## config.mk

```make
export PLATFORM = sky130hd
export DESIGN_NAME = pwm_multi_ch
export DESIGN_NICKNAME = d
export VERILOG_FILES = /design/src/rtl/pwm_pkg.sv /design/src/rtl/pwm_btn_debounce.sv /design/src/rtl/pwm_multi_ch.sv
export SDC_FILE = /design/constraint.sdc
export NUM_CORES = 1
export LEC_CHECK = 0
export ABC_AREA = 0
export CAP_MARGIN = 20
export CORE_UTILIZATION = 40
export CTS_BUF_LIST = sky130_fd_sc_hd__clkbuf_4 sky130_fd_sc_hd__clkbuf_8
export DETAILED_ROUTE_END_ITERATION = 12
export HOLD_SLACK_MARGIN = 0.12
export SYNTH_ARGS = -nofsm -noshare
export SYNTH_HDL_FRONTEND = slang
export SYNTH_HIERARCHICAL = 1
export SYNTH_SLANG_ARGS = --single-unit
```

## constraint.sdc

```tcl
create_clock -name clk -period 4.4 [get_ports clk]
set_input_delay 1.1 -clock clk [delete_from_list [all_inputs] [get_ports clk]]
set_output_delay 1.1 -clock clk [all_outputs]
set_load 0.005 [all_outputs]
```

## src/rtl/pwm_pkg.sv

```systemverilog
`default_nettype none
// ============================================================================
//  Module   : pwm_pkg
//  Purpose  : Shared constants, types and helpers for the multi-channel PWM.
//  Revision : 1.0 - initial release
// ============================================================================
package pwm_pkg;

    localparam logic MODE_EDGE   = 1'b0;
    localparam logic MODE_CENTER = 1'b1;

    typedef enum logic [0:0] {
        DIR_UP   = 1'b0,
        DIR_DOWN = 1'b1
    } dir_t;

    // Ceil-log2 with a floor of one bit, so single-entry selectors stay legal.
    function automatic int clog2_min1(input int value);
        int w;
        w = 1;
        for (int i = 1; i < 31; i++) begin
            if ((1 << i) < value) begin
                w = i + 1;
            end
        end
        return w;
    endfunction

endpackage
`default_nettype wire

```

## src/rtl/pwm_btn_debounce.sv

```systemverilog
`default_nettype none
// ============================================================================
//  Module   : pwm_btn_debounce
//  Purpose  : Synchronise a raw button, sample it on a shared strobe and emit
//             a one-clock pulse on each accepted press.
//  Revision : 1.0 - initial release
// ============================================================================
module pwm_btn_debounce
    import pwm_pkg::*;
(
    input  logic clk,
    input  logic rst,
    input  logic stb,
    input  logic btn,
    output logic pulse
);

    logic [1:0] r_sync;
    logic       r_sample;
    logic       r_pulse;

    always_ff @(posedge clk) begin
        if (!rst) begin
            r_sync   <= '0;
            r_sample <= 1'b0;
            r_pulse  <= 1'b0;
        end else begin
            r_sync  <= {r_sync[0], btn};
            r_pulse <= 1'b0;
            // Bounces shorter than the strobe spacing are seen at most once.
            if (stb) begin
                r_sample <= r_sync[1];
                r_pulse  <= r_sync[1] & ~r_sample;
            end
        end
    end

    assign pulse = r_pulse;

endmodule
`default_nettype wire

```

## src/rtl/pwm_multi_ch.sv

```systemverilog
`default_nettype none
// ============================================================================
//  Module   : pwm_multi_ch
//  Purpose  : N-channel PWM with shared prescaler/period counter, shadowed
//             per-channel duty and debounced inc/dec buttons.
//  Revision : 1.0 - initial release
// ============================================================================
module pwm_multi_ch
    import pwm_pkg::*;
#(
    parameter int CH        = 4,
    parameter int RES_W     = 8,
    parameter int DUTY_INIT = 128,
    parameter int STEP      = 1,
    parameter int DEB_DIV   = 16
) (
    input  logic                         clk,
    input  logic                         rst,
    input  logic [5:0]                   divisor,
    input  logic [RES_W-1:0]             period,
    input  logic                         mode,
    input  logic [CH-1:0]                ch_en,
    input  logic [clog2_min1(CH)-1:0]    sel,
    input  logic                         increase_duty,
    input  logic                         decrease_duty,
    output logic [CH-1:0]                pwm_out,
    output logic                         period_end,
    output logic [RES_W:0]               duty_rd
);

    localparam int                c_sel_w     = clog2_min1(CH);
    localparam int                c_deb_w     = clog2_min1(DEB_DIV);
    localparam logic [RES_W:0]    c_duty_init = (RES_W+1)'(DUTY_INIT);
    localparam logic [RES_W:0]    c_duty_max  = {1'b1, {RES_W{1'b0}}};
    localparam logic [RES_W:0]    c_step_n    = (RES_W+1)'(STEP);
    localparam logic [RES_W+1:0]  c_step_w    = (RES_W+2)'(STEP);

    logic [5:0]         r_presc;
    logic [RES_W-1:0]   r_cnt;
    dir_t               r_dir;
    logic [RES_W-1:0]   r_period_act;
    logic               r_mode_act;
    logic               r_period_end;
    logic [c_deb_w-1:0] r_deb_cnt;

    logic               w_tick;
    logic               w_boundary;
    logic [RES_W-1:0]   w_cnt_nxt;
    dir_t               w_dir_nxt;
    logic [RES_W-1:0]   w_restart;
    logic [RES_W:0]     w_duty_lim;
    logic               w_deb_stb;
    logic               w_inc_p;
    logic               w_dec_p;
    logic               w_upd;
    logic [c_sel_w-1:0] w_sel_idx;
    logic               w_sel_ok;
    logic [RES_W:0]     w_duty_regs [CH];
    logic [RES_W:0]     w_duty_cur;
    logic [RES_W+1:0]   w_sum;
    logic [RES_W:0]     w_duty_inc;
    logic [RES_W:0]     w_duty_dec;
    logic [RES_W:0]     w_duty_new;

    assign w_tick     = (r_presc == divisor);
    assign w_deb_stb  = (r_deb_cnt == c_deb_w'(DEB_DIV - 1));
    assign w_duty_lim = {1'b0, period} + (RES_W+1)'(1);
    // The next period starts past its own zero tick when it will run centred.
    assign w_restart  = ((mode == MODE_CENTER) && (period != '0)) ? RES_W'(1) : '0;

    always_comb begin
        w_cnt_nxt  = r_cnt;
        w_dir_nxt  = r_dir;
        w_boundary = 1'b0;
        if (w_tick) begin
            if (r_mode_act == MODE_EDGE) begin
                w_dir_nxt = DIR_UP;
                if (r_cnt >= r_period_act) begin
                    w_boundary = 1'b1;
                    w_cnt_nxt  = w_restart;
                end else begin
                    w_cnt_nxt = r_cnt + RES_W'(1);
                end
            end else if (r_period_act == '0) begin
                w_boundary = 1'b1;
                w_dir_nxt  = DIR_UP;
                w_cnt_nxt  = w_restart;
            end else if (r_dir == DIR_UP) begin
                if (r_cnt >= r_period_act) begin
                    w_dir_nxt = DIR_DOWN;
                    w_cnt_nxt = r_cnt - RES_W'(1);
                end else begin
                    w_cnt_nxt = r_cnt + RES_W'(1);
                end
            end else begin
                if (r_cnt == '0) begin
                    w_boundary = 1'b1;
                    w_dir_nxt  = DIR_UP;
                    w_cnt_nxt  = w_restart;
                end else begin
                    w_cnt_nxt = r_cnt - RES_W'(1);
                end
            end
        end
    end

    always_ff @(posedge clk) begin
        if (!rst) begin
            r_presc      <= '0;
            r_cnt        <= '0;
            r_dir        <= DIR_UP;
            r_period_act <= period;
            r_mode_act   <= mode;
            r_period_end <= 1'b0;
            r_deb_cnt    <= '0;
        end else begin
            r_presc      <= w_tick ? '0 : r_presc + 6'd1;
            r_cnt        <= w_cnt_nxt;
            r_dir        <= w_dir_nxt;
            r_period_end <= w_boundary;
            r_deb_cnt    <= w_deb_stb ? '0 : r_deb_cnt + c_deb_w'(1);
            if (w_boundary) begin
                r_period_act <= period;
                r_mode_act   <= mode;
            end
        end
    end

    pwm_btn_debounce u_deb_inc (
        .clk   (clk),
        .rst   (rst),
        .stb   (w_deb_stb),
        .btn   (increase_duty),
        .pulse (w_inc_p)
    );

    pwm_btn_debounce u_deb_dec (
        .clk   (clk),
        .rst   (rst),
        .stb   (w_deb_stb),
        .btn   (decrease_duty),
        .pulse (w_dec_p)
    );

    generate
        if (CH == 1) begin : g_sel_single
            assign w_sel_idx = '0;
        end else begin : g_sel_multi
            assign w_sel_idx = sel;
        end
    endgenerate

    assign w_sel_ok   = (int'(w_sel_idx) < CH);
    assign w_duty_cur = w_duty_regs[w_sel_idx];
    assign duty_rd    = w_sel_ok ? w_duty_cur : '0;

    // Simultaneous inc and dec pulses cancel out.
    assign w_upd      = w_inc_p ^ w_dec_p;
    assign w_sum      = {1'b0, w_duty_cur} + c_step_w;
    assign w_duty_inc = (w_sum > {1'b0, c_duty_max}) ? c_duty_max : w_sum[RES_W:0];
    assign w_duty_dec = (w_duty_cur < c_step_n) ? '0 : w_duty_cur - c_step_n;
    assign w_duty_new = w_inc_p ? w_duty_inc : w_duty_dec;

    generate
        for (genvar gi = 0; gi < CH; gi++) begin : g_ch
            logic [RES_W:0] r_duty_reg;
            logic [RES_W:0] r_duty_act;
            logic           r_pwm;

            always_ff @(posedge clk) begin
                if (!rst) begin
                    r_duty_reg <= c_duty_init;
                    r_duty_act <= c_duty_init;
                    r_pwm      <= 1'b0;
                end else begin
                    if (w_upd && (w_sel_idx == c_sel_w'(gi))) begin
                        r_duty_reg <= w_duty_new;
                    end
                    // Shadow copy only moves at the boundary, so widths never tear.
                    if (w_boundary) begin
                        r_duty_act <= (r_duty_reg < w_duty_lim) ? r_duty_reg : w_duty_lim;
                    end
                    r_pwm <= ch_en[gi] & ({1'b0, r_cnt} < r_duty_act);
                end
            end

            assign w_duty_regs[gi] = r_duty_reg;
            assign pwm_out[gi]     = r_pwm;
        end
    endgenerate

    assign period_end = r_period_end;

endmodule
`default_nettype wire
```

Word-level counts from Yosys, hierarchy flattened
Index checks and enable logic that the tools add are counted.

Word-level logic and storage cells: 104. Register bits: 113.

Bitwise gates (word level): 11. Order comparisons: 12. Equal/unequal tests: 6. Reduce and logical (&&, ||, !) cells: 12. Muxes and demuxes: 31. $add $sub $neg: 7.

Operators by type and width (number): 2-to-1 mux 9 bit (9); 2-to-1 mux 8 bit (8); less-than comparator 8 x 9 -> 1 bit (4); less-than comparator 9 bit (4); binary-select mux 9 bit (select 2 bit) (1); logical NOT 8 bit (2); 2-to-1 mux 1 bit (13); adder 9 x 1 -> 10 bit, second input constant (1); > comparator 10 x 9 -> 1 bit, second input constant (1); adder 8 x 1 -> 9 bit, second input constant (1); less-than comparator 9 x 1 -> 1 bit, second input constant (1); subtractor 9 x 1 -> 9 bit, second input constant (1); adder 8 x 1 -> 8 bit, second input constant (1); >= comparator 8 bit (1); nonzero test 8 bit (1); subtractor 8 x 1 -> 8 bit, second input constant (1); adder 6 x 1 -> 6 bit, second input constant (1); AND 1 bit (6); equality test 6 bit (1); logical AND 1 bit (5); adder 4 x 1 -> 4 bit, second input constant (1); equality test 2 bit, second input constant (2); equality test 4 bit, second input constant (1); OR reduction 2 bit (2); 8 further kinds (10).

Depth between registers and ports, before layout
Gate-level depths: netlist of run 1.

Depth after elaboration: 8. Gate-level depth with buffers: 15.

Cells and area by module
Netlist of run 1, hierarchy kept.

Modules (own cells, without submodules): pwm_multi_ch (area each 6860.3 um^2, times used 1, sequential area each 2192.1 um^2, cells each 799); pwm_btn_debounce (area each 118.9 um^2, times used 2, sequential area each 80.1 um^2, cells each 9).

Least setup slack after synthesis of run 1
Ideal clock, no wire load.

Path type: input -> register. Start point: input port period[0]. End point: register g_ch[2].r_duty_act[1]. Library setup time: 0.133 ns. Arrival: 3.629 ns. Slack: 0.639 ns. Stages: 15. Required time: 4.267 ns. Cell sequence: buf_2 -> inv_1 -> ha_1 -> inv_1 -> ha_1 -> o21a_1 -> o21a_1 -> o221ai_1 -> a21oi_1 -> o22ai_1 -> a22oi_1 -> a311oi_1 -> clkbuf_1 -> mux2i_1 -> a21oi_1.

Longest elaborated chain between the ends: 3.

RTL lines: start, declared (RTL line pwm_multi_ch.sv:20) `input logic [RES_W-1:0] period,`; adder 8 x 1 -> 9 bit * (RTL line pwm_multi_ch.sv:67) `assign w_duty_lim = {1'b0, period} + (RES_W+1)'(1);`; less-than comparator 9 bit (RTL line pwm_multi_ch.sv:181) `r_duty_act <= (r_duty_reg < w_duty_lim) ? r_duty_reg : w_duty_lim;`; 2-to-1 mux 9 bit * (RTL line pwm_multi_ch.sv:181); end signal, assigned (RTL line pwm_multi_ch.sv:173) `r_duty_act <= c_duty_init;`; end signal, assigned (RTL line pwm_multi_ch.sv:181); end, declared (RTL line pwm_multi_ch.sv:167) `logic [RES_W:0] r_duty_act;`.

Mark *: on every way between the ends. The rest lies on a longest branch, timed or not. A chain may end at the register's enable or synchronous reset.

Final worst setup path of run 1
Start point: input port sel[1]. End point: output port duty_rd[7].

Longest elaborated chain between the ends: 4.

RTL lines: start, declared (RTL line pwm_multi_ch.sv:23) `input logic [clog2_min1(CH)-1:0] sel,`; NOT 2 -> 3 bit (implied by the code) (RTL line pwm_multi_ch.sv:154) `assign w_duty_cur = w_duty_regs[w_sel_idx];`; binary-select mux 9 bit (select 2 bit) (RTL line pwm_multi_ch.sv:154); 2-to-1 mux 9 bit (implied by the code) (2 in a row) (RTL line pwm_multi_ch.sv:154); end, declared (RTL line pwm_multi_ch.sv:28) `output logic [RES_W:0] duty_rd`.

Every way passes these cells. The select of a mux whose other input is x is not followed.

==> metrics.log, run 1 <==
[metrics] status: complete, no violations
[metrics] boundary pin count: 39
[metrics] max-capacitance violation count: 0
[metrics] area inside the core boundary: 17,300 sq um
[metrics] syn nets: 908
[metrics] buffers from clock root to sink, at most: 2
[metrics] total number of nets in the final design: 942
[metrics] number of global-route vias before repair: 5,758
[metrics] number of antenna violations at the first check in global routing: 0
[metrics] cell breakdown of the critical path: clkdlybuf4s50_1, buf_12, mux4_1, clkdlybuf4s50_1
[metrics] length in cells of the worst reg-to-reg path: 12
[metrics] hold depth: 1
[metrics] worst path required time: 3.30 ns
[metrics] count of buffers from port buffering: 38
[metrics] post-layout worst setup margin: 0.263 ns
[metrics] fraction of registers with async set/reset: 0%
[metrics] routed via count: 6,061
[metrics] global route total overflow: 0
[metrics] clock slew at the register clock pins of the worst setup and hold paths: 0.07 ns
[metrics] clock group share of total power: 47.7%
[metrics] die height: 135 um
[metrics] # rows: 48
[metrics] setup fix buffers added after clock tree synthesis: 0
[metrics] count of final max-slew check failures: 0
[metrics] Period Utilization, post-route: 94.0%
[metrics] share of total power in sequential cells: 44.3%
[metrics] number of storage elements in the synthesis netlist: 113
[metrics] share of power burned in combinational logic: 8.0%
[metrics] final antenna-violating net count: 0
[metrics] drt first-iter violations: 359
[metrics] sequential-to-total area share from yosys stat: 33.1%
[metrics] skew final: 0.0134 ns
[metrics] placed wire-length estimate: 13,200 um
[metrics] number of buffers created by CTS: 17
[metrics] Tot GR Track Use: 21.6%
[metrics] number of setup violations in the final report: 0
[metrics] wire length of the first global-routing pass: 30,200 um
[metrics] count of unique library cells instantiated by Yosys: 60
[metrics] static leakage power: 3.25 nW
[metrics] final sum of negative setup slack: 0 ns
[metrics] critical-path maximum fanout: 14
[metrics] # diodes: 0
[metrics] number of gates resized after cts: 0
[metrics] switching portion of total power: 22.5%
[metrics] Worst Path Arrival: 3.04 ns
[metrics] cell seen most often among critical-path stages: sky130_fd_sc_hd__clkdlybuf4s50_1
[metrics] critical path start-end classification: in -> out
[metrics] total routed wirelength: 18,300 um
[metrics] post-detailed-route wirelength per cell: 16.8 um
[metrics] flip-flop cell with the highest count after synthesis: sky130_fd_sc_hd__dfxtp_1
[metrics] buffer cell driving the clock tree root: sky130_fd_sc_hd__clkbuf_8
[metrics] pwr/cell area: 291 nW/um^2
[metrics] worst min-delay path class: reg -> reg
[metrics] Gate Count Post-Synth: 817
[metrics] number of fill cells: 1,696
[metrics] launch point of the worst reg-to-reg path: r_cnt[0]
[metrics] number of remaining DRC errors: 0
[metrics] critical path startpoint: sel[1]
[metrics] worst-path cell with the longest stage delay: sky130_fd_sc_hd__mux4_1
[metrics] Layout area overhead: 16.4%
[metrics] number of iterations in the first detailed-routing pass: 5
[metrics] Hold-fix buffers, CTS: 0
[metrics] endpoint class of the critical path: output port
[metrics] synthesized area divided by synthesized cell count: 8.69 sq um
[metrics] number of warnings reported in the yosys synthesis log: 6
[metrics] die width: 135 um
[metrics] Max Fclk: 242 MHz
[metrics] share of post-route cells with drive strength above 1: 10.4%
[metrics] hold path startpoint: u_deb_inc/r_sync[0]
[metrics] number of enable-type register cells in the synthesized netlist: 9
[metrics] worst supply voltage drop on vdd: 0.000170 V
[metrics] worst slack, placed: 0.162 ns
[metrics] Num Clock Sinks: 113
[metrics] initial core utilization: 41.0%
[metrics] actual transition at the worst max-transition pin: 0.904 ns
[metrics] headroom to the max-slew limit: 39.5%
[metrics] H-tree depth: 4
[metrics] cell internal power dissipation: 1.86 mW
[metrics] clock latency on the worst-skew pair: 0.45 ns
[metrics] pin count of the biggest net entering global routing: 71
[metrics] detailed-route vias per instance: 5.57
[metrics] synthesized cell area: 7100 sq um
[metrics] RSZ-0062 raised after global routing: false
[metrics] switching power of the nets: 540 uW
[metrics] delay of the slowest cell on the worst path: 0.74 ns
[metrics] critical path launch point type: primary input
[metrics] crit path time final: 4.14 ns
[metrics] Hold Fails Final Rpt: 0
[metrics] TritonCTS clock tree: built
[metrics] global placer's final weighted congestion: 0.834
[metrics] floorplan die area: 18,300 sq um
## Yosys cell counts, types with 2 or more instances
master                      count  area [sq um]
sky130_fd_sc_hd__nor2_1        35           131
sky130_fd_sc_hd__mux2i_1       17           170
sky130_fd_sc_hd__o22ai_1        7          43.8
sky130_fd_sc_hd__nand3_1       34           170
sky130_fd_sc_hd__and2_1         7          43.8
sky130_fd_sc_hd__nand2_1       64           240
sky130_fd_sc_hd__nor2b_1        5          31.3
sky130_fd_sc_hd__xnor2_1       15           131
sky130_fd_sc_hd__o21a_1        10          75.1
sky130_fd_sc_hd__o21bai_1       2          15.0
sky130_fd_sc_hd__nor4_1         3          18.8
sky130_fd_sc_hd__nor3_1        18          90.1
sky130_fd_sc_hd__a211oi_1      12          90.1
sky130_fd_sc_hd__buf_6          2          22.5
sky130_fd_sc_hd__o211ai_1      16           120
sky130_fd_sc_hd__a22oi_1        6          45.0
sky130_fd_sc_hd__and3_1        13          81.3
sky130_fd_sc_hd__and4b_1        3          30.0
sky130_fd_sc_hd__o311ai_0      20           175
sky130_fd_sc_hd__nand4_1       30           188
sky130_fd_sc_hd__o21ai_0       31           155
sky130_fd_sc_hd__clkinv_1       2          7.51
sky130_fd_sc_hd__nor3b_1        3          22.5
sky130_fd_sc_hd__o221ai_1       5          43.8
sky130_fd_sc_hd__buf_4          6          45.0
sky130_fd_sc_hd__nand2b_1      31           194
sky130_fd_sc_hd__a21boi_0       2          15.0
sky130_fd_sc_hd__a31oi_1        9          56.3
sky130_fd_sc_hd__a21oi_1       48           240
sky130_fd_sc_hd__mux4_2         7           158
sky130_fd_sc_hd__buf_1          2          7.51
sky130_fd_sc_hd__a21o_1        28           210
sky130_fd_sc_hd__edfxtp_1       9           270
sky130_fd_sc_hd__mux2_2         2          22.5
sky130_fd_sc_hd__clkbuf_1      36           135
sky130_fd_sc_hd__a211oi_2       4          50.1
sky130_fd_sc_hd__ha_1          66           826
sky130_fd_sc_hd__dfxtp_1      104          2080
sky130_fd_sc_hd__a311oi_1       6          52.6
sky130_fd_sc_hd__o211a_1        5          50.1
sky130_fd_sc_hd__o2111ai_1      2          17.5
sky130_fd_sc_hd__buf_2          8          40.0
sky130_fd_sc_hd__inv_1         53           199
sky130_fd_sc_hd__xor2_1        13           114
## area by class of cell
| class | count | area [sq um] | share of cell area, % |
|---|---|---|---|
| Timing Repair Buffer | 69 | 633 | 7.67 |
| Clock inverter | 11 | 183 | 2.21 |
| Multi-Input combinational cell | 595 | 4320 | 52.3 |
| Inverter | 55 | 206 | 2.50 |
| Clock buffer | 21 | 283 | 3.42 |
| Tap cell | 225 | 282 | 3.41 |
| Sequential cell | 113 | 2350 | 28.5 |
## metal layers
| layer | vias up | share of wire (%) | global-route usage, % | wire length [um] |
|---|---|---|---|---|
| met4 | 0 | 1.9 | 8.80 | 344 |
| li1 | 3069 | - | - | - |
| met5 | - | 0 | 0 | 0 |
| met3 | 20 | 3.7 | 3.82 | 685 |
| met2 | 135 | 46 | 34.8 | 8510 |
| met1 | 2837 | 48 | 28.4 | 8790 |
## worst paths after layout
path | endpoint | slack (ns)
worst max register to register | g_ch[0].r_duty_act[6] | 1.06
worst min-delay path | u_deb_inc/r_sync[1] | 0.43
worst max-delay path | duty_rd[7] | 0.26
worst min register to register | u_deb_inc/r_sync[1] | 0.43
## layout by cell type, fill, tap and decap left out, drive strengths merged, types with 8 or more instances in the layout
master and instances:
nand2b 31, clkbuf 21, nor2 36, nand3 34, nand4 30, o211ai 16, o21a 10, xor2 13
edfxtp 9, o311ai 21, o21ai 31, and3 13, mux4 8, mux2i 17, a21oi 49, dfxtp 104
a211oi 16, xnor2 15, inv 53, a31oi 9, clkdlybuf4s50 37, buf 32, ha 66, nand2 64
a21o 28, nor3 19
## stage by stage
step           instances  hold slack, ns  total power [mW]  util [%]  cell area, sq um
3_3_place_gp        1057           0.409              1.28      45.1              7790
5_1_grt             1089           0.449              2.50      47.8              8260
2_1_floorplan        817           0.406              1.20         -              7100
4_1_cts             1089           0.433              2.43      47.8              8260
6_report            1089           0.427              2.40      47.8              8260
3_5_place_dp        1057           0.416              1.28      45.1              7790
## power by group through the flow
stage,Sequential [mW],Clock [mW],Combinational [mW]
floorplan,1.08,0,0.119
global placement,1.09,0,0.190
detailed placement,1.09,0,0.192
CTS,1.06,1.17,0.193
global route,1.07,1.22,0.213
finish,1.06,1.14,0.192
## critical path: cells and delay by family
family                 cells  cell delay, ns
buffers and inverters      3            1.18
multiplexers               1            0.74
## cells by family after synthesis
logic type,share of synthesized area [%]
buffers and inverters,6.43
AND/OR/NAND/NOR,18.2
flip-flops,33.1
AO/OA/AOI/OAI,21.6
XOR/XNOR,3.46
multiplexers,5.52
adder cells (fa/ha/maj),11.6
(Power assumes the default switching activity.)
==> run 2: changes to the inputs <==
--- a/config.mk
+++ b/config.mk
@@ -6,7 +6,6 @@
 export NUM_CORES = 1
 export LEC_CHECK = 0
 export ABC_AREA = 0
-export CAP_MARGIN = 20
 export CORE_UTILIZATION = 40
 export CTS_BUF_LIST = sky130_fd_sc_hd__clkbuf_4 sky130_fd_sc_hd__clkbuf_8
 export DETAILED_ROUTE_END_ITERATION = 12
==> results of run 2 <==
No change in the layout: final DEF, timing and power equal those of run 1.
